===== src/rtl/MipsDefinitions.sv =====
// Shared MIPS pipeline types: exception codes and the IF/ID pipeline register bundle.
package MipsDefinitions;

    localparam int INSTR_ID_WIDTH = 16;

    typedef enum logic [3:0] {
        EXCEPTION_NONE    = 4'd0,
        EXCEPTION_INT     = 4'd1,
        EXCEPTION_ADEL    = 4'd2,
        EXCEPTION_ADES    = 4'd3,
        EXCEPTION_SYSCALL = 4'd4,
        EXCEPTION_BREAK   = 4'd5,
        EXCEPTION_RI      = 4'd6,
        EXCEPTION_OV      = 4'd7
    } ExceptionType;

    typedef struct packed {
        logic                      valid0;
        logic                      valid1;
        logic [31:0]               pc0;
        logic [31:0]               pc1;
        logic [31:0]               instruction0;
        logic [31:0]               instruction1;
        ExceptionType              exception0;
        ExceptionType              exception1;
        logic [INSTR_ID_WIDTH-1:0] instr_id0;
        logic [INSTR_ID_WIDTH-1:0] instr_id1;
    } IF_ID_Register;

endpackage


===== src/rtl/instruction_fetch_stage.sv =====
// Dual-slot fetch stage: reads PC and PC+4 each cycle into the IF/ID bundle,
// owns the fetch PC and applies stalls, flushes, redirects and misaligned-fetch halts.
module instruction_fetch_stage
    import MipsDefinitions::*;
#(
    parameter logic [31:0] RESET_PC = 32'h0000_3000,
    parameter int          ID_WIDTH = 16
) (
    input  logic          clk,
    input  logic          rst,
    input  logic          stall,
    input  logic          flush,
    input  logic          jump_enable,
    input  logic [31:0]   jump_addr,
    input  logic          single_issue,
    output logic [31:0]   imem_addr0,
    output logic [31:0]   imem_addr1,
    input  logic [31:0]   imem_data0,
    input  logic [31:0]   imem_data1,
    input  logic          imem_ready,
    output IF_ID_Register if_id_reg,
    output logic [31:0]   fetch_pc
);

    typedef enum logic {
        RUN  = 1'b0,
        HALT = 1'b1
    } state_t;

    localparam logic [ID_WIDTH-1:0] CTR_ONE = ID_WIDTH'(1);
    localparam logic [ID_WIDTH-1:0] CTR_TWO = ID_WIDTH'(2);

    state_t              state_q, state_d;
    logic [31:0]         fetch_pc_q, fetch_pc_d;
    logic [ID_WIDTH-1:0] ctr_q, ctr_d;
    IF_ID_Register       if_id_q, if_id_d;

    assign imem_addr0 = fetch_pc_q;
    assign imem_addr1 = fetch_pc_q + 32'd4;
    assign if_id_reg  = if_id_q;
    assign fetch_pc   = fetch_pc_q;

    always_comb begin
        state_d    = state_q;
        fetch_pc_d = fetch_pc_q;
        ctr_d      = ctr_q;
        if_id_d    = if_id_q;

        // A stall freezes everything, including a pending redirect.
        if (!stall) begin
            if (jump_enable) begin
                fetch_pc_d = jump_addr;
                if_id_d    = '0;
                state_d    = RUN;
            end else if (single_issue) begin
                fetch_pc_d = if_id_q.pc1;
                if_id_d    = '0;
                state_d    = RUN;
            end else if (flush || (state_q == HALT) || !imem_ready) begin
                if_id_d = '0;
            end else if (fetch_pc_q[1:0] != 2'b00) begin
                if_id_d            = '0;
                if_id_d.valid0     = 1'b1;
                if_id_d.pc0        = fetch_pc_q;
                if_id_d.exception0 = EXCEPTION_ADEL;
                if_id_d.instr_id0  = ctr_q;
                ctr_d              = ctr_q + CTR_ONE;
                state_d            = HALT;
            end else begin
                if_id_d.valid0       = 1'b1;
                if_id_d.valid1       = 1'b1;
                if_id_d.pc0          = fetch_pc_q;
                if_id_d.pc1          = fetch_pc_q + 32'd4;
                if_id_d.instruction0 = imem_data0;
                if_id_d.instruction1 = imem_data1;
                if_id_d.exception0   = EXCEPTION_NONE;
                if_id_d.exception1   = EXCEPTION_NONE;
                if_id_d.instr_id0    = ctr_q;
                if_id_d.instr_id1    = ctr_q + CTR_ONE;
                fetch_pc_d           = fetch_pc_q + 32'd8;
                ctr_d                = ctr_q + CTR_TWO;
            end
        end
    end

    always_ff @(posedge clk or posedge rst) begin
        if (rst) begin
            state_q    <= RUN;
            fetch_pc_q <= RESET_PC;
            ctr_q      <= '0;
            if_id_q    <= '0;
        end else begin
            state_q    <= state_d;
            fetch_pc_q <= fetch_pc_d;
            ctr_q      <= ctr_d;
            if_id_q    <= if_id_d;
        end
    end

endmodule


===== config.mk =====
export PLATFORM = sky130hd
export DESIGN_NAME = instruction_fetch_stage
export DESIGN_NICKNAME = d
export VERILOG_FILES = /design/src/rtl/MipsDefinitions.sv /design/src/rtl/instruction_fetch_stage.sv
export SDC_FILE = /design/constraint.sdc
export NUM_CORES = 1
export LEC_CHECK = 0
export CAP_MARGIN = 40
export CORE_AREA = 2 2 152 154
export DETAILED_ROUTE_END_ITERATION = 10
export DIE_AREA = 0 0 154 156
export GPL_ROUTABILITY_DRIVEN = 1
export PLACE_DENSITY = 0.77
export SLEW_MARGIN = 20
export SYNTH_ARGS = -nofsm -noshare
export SYNTH_HDL_FRONTEND = slang
export SYNTH_SLANG_ARGS = --single-unit
export TNS_END_PERCENT = 1

===== constraint.sdc =====
create_clock -name clk -period 9.46 [get_ports clk]
set_clock_uncertainty 0.15 [all_clocks]
set_input_delay 2.838 -clock clk [delete_from_list [all_inputs] [get_ports clk]]
set_output_delay 2.838 -clock clk [all_outputs]
set_load 0.01 [all_outputs]

-- After elaboration in Yosys (flattened, before gate mapping)
Cells that the tools add are included.
- reduce and logical (&&, ||, !) cells: 8
- div/mod/pow operators: 0
- $add $sub $neg: 4
- shifts and indexed selects: 0
- muxes and demuxes: 13
- order comparisons: 0
- equality and inequality tests: 2
- bitwise gates (word level): 4
- $mul: 0
- operator list (operator ; number):
    170-bit 2-to-1 mux ; 3
    169-bit 2-to-1 mux ; 1
    32-bit 2-to-1 mux ; 4
    32-bit by 3-bit adder with 32-bit output (second input constant) ; 1
    32-bit by 4-bit adder with 32-bit output (second input constant) ; 1
    16-bit by 1-bit adder with 16-bit output (second input constant) ; 1
    16-bit by 2-bit adder with 16-bit output (second input constant) ; 1
    16-bit 2-to-1 mux ; 1
    3-bit inequality test (second input constant) ; 2
    3-bit AND reduction ; 2
    1-bit 2-to-1 mux ; 4
    1-bit NOT ; 4
    4-bit AND reduction ; 1
    3-bit nonzero test ; 1
    1-bit logical OR ; 2
    2-bit nonzero test ; 1
    1-bit zero test ; 1
- memories kept: 0
- bits in latches: 0
- ROM bits: 0
- word-level logic and storage cells: 44
- register bits: 219
- input bits: 103
- output and inout port bits: 266
- memory bits (writable): 0

-- Logic depth before layout (Yosys ltp)
Gate-level depths: netlist (run 1).
- depth in word-level cells: 5
- gate-level depth with buffers: 8
- mapped depth without buffers: 6

-- Least setup slack after synthesis (run 1)
OpenSTA, ideal clock, no wires.
- kind: reg-to-output
- from: reg fetch_pc_q[4], in the netlist fetch_pc[4]
- to: out imem_addr1[19]
- cell stages (with the launch flop): 7
- path slack: 4509 ps
- required time: 6472 ps
- arrival: 1963 ps
- buffers on the path: 1
- cell sequence: dfrtp_1 ha_1 nand3_4 nor4_1 clkbuf_1 nand3_1 xnor2_1
- cells in the longest elaborated chain, start to end: 1
- ends and longest elaborated chain (element ; line ; source):
    start: declaration ; instruction_fetch_stage.sv:34 ; logic [31:0] fetch_pc_q, fetch_pc_d;
    start signal: assignment ; instruction_fetch_stage.sv:94 ; fetch_pc_q <= fetch_pc_d;
    32-bit by 3-bit adder with 32-bit output ; instruction_fetch_stage.sv:39 ; assign imem_addr1 = fetch_pc_q + 32'd4;
    end: declaration ; instruction_fetch_stage.sv:17 ; output logic [31:0] imem_addr1,
Every way passes these cells.

-- Worst setup path after layout (run 1)
- from: reg fetch_pc_q[4], in the netlist fetch_pc[4]
- to: out imem_addr1[31]
The elaborated chain is that of the path after synthesis.

==> impl_metrics.ini, run 1 <==
[global_route]
busiest_layer = met2
grt_pass1_wl_um = 51600
grt_usage_pct = 27.2
grt-ovfl-total = 0
grtUsageMet1_pct = 36.2
grt_use_met3_pct = 5.72
antenna_found_initial = 4
grt_pass1_vias = 8818
grt_max_degree = 119
grt_util_met2_pct = 43.7

[pwr]
p_comb_share_pct = 16.7
clkPwrFrac_pct = 41.2
p_int_mw = 1.80
swShare_pct = 26.6
power_leakage_nw = 6.03
pwr_density_cell_mw_per_mm2 = 170
peakVddDrop_mv = 0.114
p_seq_share_pct = 42.1
switchingPower_mw = 0.651

[cts]
cts_resized = 0
cts_tree = yes
ctsLongestPathBuffers = 3
cts_setup_buffers = 0
clkTransAtPathRegs_ps = 60
cts_root_buf = clkbuf_16
cts_made_buffers = 24
ctsHtreeMaxLevel = 1
worst_skew_pair.late_latency_ps = 520
hold_buffers = 0
clock-sinks = 212

[placed_design]
dpl.hpwl_um = 23400
numPortBuffers = 361
globalplace.congestion = 0.907

[critical_path]
crit_buf_inv = 2
slowest_delay_ps = 630
timing.rr.start = state_q
worstPathArrival_ps = 3430
crit_chain = ha_1 -> nand3_4 -> nor4_2 -> buf_4 -> nand4_1 -> xnor2_1 -> clkdlybuf4s50_1
critPathTopFamily = simple AND/OR/NAND/NOR gates
crit_required_ps = 6470
end_kind = output port
crit_path_start_kind = flop
crit_slowest_cell = nor4_2
startpoint = fetch_pc[4]
cp_max_fo = 8
setup.worst_path.class = reg -> out

[cells_and_area]
fin_nets = 1322
utilization_pct = 64.2
area_delta_synth_final_pct = 45.1
layout-drive-gt1-share_pct = 6.10
fillCellCount = 1773
largest_reg_flops = 163

[drt]
vias = 8604
viasPerCell = 5.66
wl_per_cell_um = 21.7
antenna_left = 0
dr.first_iter.drc_count = 662
dr.pass1.iters = 5
drt-total-wl_um = 33000
remaining_drc_errors = 0

[synthesis]
syn_area_per_cell_um2 = 10.6
synth_area_mm2 = 0.00990
synth_warnings = 0
ys_ff_latch = 212
synth_seq_area_share_pct = 53.6
synth_ff_type = dfrtp_1
synth_cell_type_count = 57
synthArstFlopShare_pct = 100
synth_cells = 935
synth-edff-count = 0

[sta]
setup_viol = 0
slew_violations = 0
rsz0062_at_grt = no
fin_crit_ps = 6420
hold_violations = 0
tns_ps = 0
clock.fmax_ghz = 0.156
worst_pin_slew_ps = 872
maxSlewHeadroom_pct = 41.7
period_share_pct = 67.8

[worst_hold_path]
hold_class = reg -> reg
hp-start = if_id_reg[168]

[floorplan]
initial_core_util_pct = 44.3
fp.dieArea_mm2 = 0.0240
die_h_um = 156
coreArea_mm2 = 0.0224
ioPinCount = 369
die_x_um = 154
placement_rows = 55

[status]
status = complete, no violations

[flow_run]
maxCapViolCount = 0
==> worst reg2reg max path, cell delays in order, from the launching register on <==
cell and delay [ps]:
dfrtp_1 380, nor3b_1 560, and2_2 590, buf_4 410, o211ai_1 220, or4_1 470, xnor2_1 150
==> power groups by stage <==
stage	Combinational, mW	Sequential (mW)	Clock [mW]
2_1_floorplan	0.225	1.00	0
3_3_place_gp	0.395	1.04	0
3_5_place_dp	0.405	1.04	0
4_1_cts	0.408	1.03	1.03
5_1_grt	0.438	1.04	1.06
6_report	0.408	1.03	1.01
==> path summary, 6_finish.rpt <==
kind / endpoint / slack [ps] / depth (start not counted)
max: imem_addr1[31] / 3040 / 7
min: if_id_reg[168] / 330 / 2
max reg2reg: ctr_q[15] / 6420 / 6
min reg2reg: if_id_reg[168] / 330 / 2
max in group asynchronous: if_id_reg[0] / 5450 / 4
min in group asynchronous: if_id_reg[70] / 2590 / 2
==> cell type report <==
| class | instances | area [um2] | area share (%) |
|---|---|---|---|
| repair buffers | 380 | 3860 | 26.9 |
| clock inverters | 11 | 184 | 1.28 |
| clock buffers | 30 | 674 | 4.70 |
| flip-flops and latches | 212 | 5310 | 37.0 |
| well taps | 285 | 357 | 2.48 |
| diodes | 4 | 10.0 | 0.0697 |
| multi-input cells | 585 | 3910 | 27.3 |
| inverters | 12 | 52.6 | 0.366 |
==> logic make-up after synthesis <==
family | share of synthesized area [%]
other | 0.0379
flip-flops | 53.6
multiplexers | 0.506
buffers and inverters | 7.21
XOR/XNOR | 6.28
AO/OA/AOI/OAI | 19.9
adder cells (fa/ha/maj) | 0.506
AND/OR/NAND/NOR | 11.9
==> routing by layer <==
layer  share of wire, %  vias to the layer above
li1                   -                     3878
met2                 47                      434
met5                  0                        -
met1                 41                     4218
met4                3.7                        0
met3                8.4                       74
==> synth_stat cells (3+ instances only) <==
cell type | number | share of area (%)
and2_1 | 3 | 0.19
nand4_1 | 21 | 1.3
nand3_1 | 22 | 1.1
buf_2 | 9 | 0.46
ha_1 | 4 | 0.51
a221oi_1 | 7 | 0.62
a31oi_1 | 3 | 0.19
o21ai_0 | 52 | 2.6
nand2_1 | 90 | 3.4
nor2_1 | 43 | 1.6
dfrtp_1 | 210 | 53
a22o_1 | 138 | 12
or2_2 | 3 | 0.19
nor4_1 | 7 | 0.44
a22oi_1 | 6 | 0.46
o31a_1 | 3 | 0.27
nor4_2 | 5 | 0.63
nand2b_1 | 6 | 0.38
xor2_1 | 32 | 2.8
clkbuf_1 | 70 | 2.7
inv_1 | 12 | 0.46
or4_1 | 3 | 0.23
buf_1 | 10 | 0.38
o211ai_1 | 11 | 0.83
mux2i_1 | 5 | 0.51
nor3_1 | 18 | 0.91
buf_4 | 43 | 3.3
a21oi_1 | 16 | 0.81
nor3b_1 | 7 | 0.53
o21a_1 | 4 | 0.30
xnor2_1 | 39 | 3.5
==> placed cells by master (no fill, tap or decap), types with 7 or more instances in the layout <==
master,Yosys,layout
a21oi_1,16,16
a221oi_1,7,7
a22o_1,138,138
buf_4,43,12
clkbuf_16,0,25
clkdlybuf4s50_1,0,360
conb_1,1,7
dfrtp_1,210,210
inv_1,12,11
nand2_1,90,90
nand3_1,22,22
nand4_1,21,21
nor2_1,43,42
nor3_1,18,18
nor3b_1,7,7
o211ai_1,11,11
o21ai_0,52,52
xnor2_1,39,39
xor2_1,32,32
==> stage by stage <==
| stage | hold WS, ps | cells | cell area [um2] | power (mW) | worst slack, ps |
|---|---|---|---|---|---|
| after floorplan | 311 | 941 | 9920 | 1.23 | 681 |
| after global placement | 312 | 1464 | 13300 | 1.44 | 3490 |
| after detailed placement | 316 | 1472 | 13500 | 1.45 | 3510 |
| after CTS | 332 | 1513 | 14300 | 2.46 | 2970 |
| after global routing | 357 | 1518 | 14400 | 2.54 | 2780 |
| final | 330 | 1519 | 14400 | 2.45 | 3040 |
No activity file was read; power rests on OpenSTA's default activity.
==> run 2: changes to the inputs <==
==> constraint.sdc (replaced) <==
create_clock -name clk -period 6 [get_ports clk]
set_clock_uncertainty 0.15 [all_clocks]
set_input_delay 1.8 -clock clk [delete_from_list [all_inputs] [get_ports clk]]
set_output_delay 1.8 -clock clk [all_outputs]
set_load 0.01 [all_outputs]
==> run 2 against run 1 <==
Effect of this change: utilization shrank 0.40 points; sequential power rose by 57%; setup slack worse by 2400 ps; non-clock buffer count is 1 higher; critical path type unchanged; largest cell class unchanged.
==> impl_metrics.ini, run 2 (synthesis results as in run 1) <==
[status]
status = complete, no violations

[cells_and_area]
final_cell_mix = clkdlybuf4s50_1 (360), dfrtp_1 (210), a22o_1 (138)
utilization_pct = 63.8
final_common_cell = clkdlybuf4s50_1
largest_reg_flops = 163
fin_nets = 1323
area_delta_synth_final_pct = 44.1
fin_cells = 1519
layout-drive-gt1-share_pct = 6.18
fillCellCount = 1757
multiInputGateArea_mm2 = 0.00391
regArea_mm2 = 0.00531

[critical_path]
crit_cells = 5
cp_max_fo = 12
critPathTopFamily = simple AND/OR/NAND/NOR gates
end_kind = output port
crit_chain = nand4_1 -> nor4_2 -> nand4_1 -> xnor2_1 -> clkdlybuf4s50_1
rr_worst_depth = 5
crit_top_cell = nand4_1
rr_endpoint = if_id_reg[47]
crit_buf_inv = 1
slowest_delay_ps = 690
crit_path_start_kind = flop
r2r_slack_ps = 3110
crit_slowest_cell = nor4_2
setup.worst_path.class = reg -> out
timing.rr.start = state_q
crit_required_ps = 4050
worstPathArrival_ps = 3370

[sta]
clock.fmax_ghz = 0.188
slew_violations = 0
tns_ps = 0
rsz0062_at_grt = no
worst_pin_slew_ps = 820
setup_viol = 0
maxSlewHeadroom_pct = 45.1
fin_ws_ps = 685
period_share_pct = 88.6
fin_crit_ps = 5320
hold_violations = 0

[floorplan]
die_h_um = 156
die_x_um = 154
ioPinCount = 369
coreArea_mm2 = 0.0224
placement_rows = 55
initial_core_util_pct = 44.3
fp.dieArea_mm2 = 0.0240

[global_route]
grt-ovfl-total = 0
grt_usage_pct = 26.6
grt_max_degree = 113
antenna_found_initial = 4
grt_pass1_vias = 8582
grt_pass1_wl_um = 50300

[drt]
dr.pass1.iters = 5
remaining_drc_errors = 0
drt-total-wl_um = 32600
vias = 8632
dr.first_iter.drc_count = 775
viasPerCell = 5.68
antenna_left = 0
wl_per_cell_um = 21.4

[worst_hold_path]
min_to = if_id_reg[9]
hp-start = if_id_reg[9]
hold_class = reg -> reg
min_delay_path_depth = 2

[cts]
cts_tree = yes
ctsLongestPathBuffers = 3
cts_setup_buffers = 0
clock-sinks = 212
clkTransAtPathRegs_ps = 60
ctsHtreeMaxLevel = 1
hold_buffers = 0
worst_skew_pair.late_latency_ps = 530
cts_resized = 0
cts_made_buffers = 24
cts_root_buf = clkbuf_16

[pwr]
pwr_density_cell_mw_per_mm2 = 261
power_leakage_nw = 5.99
peakVddDrop_mv = 0.185

[placed_design]
numPortBuffers = 361
globalplace.congestion = 0.900
pre_cts_ws_ps = 1190
dp.cells = 1473
dpl.hpwl_um = 23000

[flow_run]
maxCapViolCount = 0
[run 2: power breakdown]
group	total [mW]	switching (mW)	internal, mW	leakage [nW]
sequential	1.62	0.138	1.49	2.90
clock	1.47	0.586	0.880	0.397
combinational	0.639	0.301	0.337	2.69
[run 2: cell type report]
| cell class | instances | area share (%) |
|---|---|---|
| Multi-Input combinational cell | 585 | 27.4 |
| Timing Repair Buffer | 381 | 26.9 |
| Clock inverter | 7 | 0.447 |
| Inverter | 12 | 0.342 |
| Clock buffer | 33 | 5.09 |
| Antenna cell | 4 | 0.0702 |
| Sequential cell | 212 | 37.2 |
| Tap cell | 285 | 2.50 |
[run 2: routing by layer]
metal / GRT usage [%] / vias to the layer above / wire (um) / share of wire (%)
met5: 0 / - / 0 / 0
met4: 8.41 / 0 / 875 / 2.7
met3: 5.53 / 57 / 2700 / 8.3
met2: 43.3 / 445 / 15500 / 48
met1: 35.9 / 4252 / 13500 / 41
li1: - / 3878 / - / -
[run 2: how the worst max path moves through the flow]
stage / from / to / slack (ps)
6_report: fetch_pc[14] / imem_addr1[31] / 680
3_3_place_gp: fetch_pc[4] / imem_addr1[21] / 1230
4_1_cts: fetch_pc[5] / imem_addr1[30] / 690
2_1_floorplan: rst / ctr_q[0] / 1300
3_5_place_dp: imem_ready / if_id_reg[47] / 1190
5_1_grt: fetch_pc[5] / imem_addr1[28] / 430
[run 2: worst reg2reg max path, stage by stage (launching register included)]
cell and delay, ps:
dfrtp_1 380, nor3b_1 490, nand2_1 430, nor2_4 750
buf_12 390, a22o_1 230
[run 2: through the flow]
step	area (um2)	hold WS [ps]	total power, mW
floorplan	9920	311	1.94
global placement	13400	315	2.27
detailed placement	13400	320	2.28
CTS	14200	336	3.75
global route	14300	366	3.86
finish	14300	333	3.73
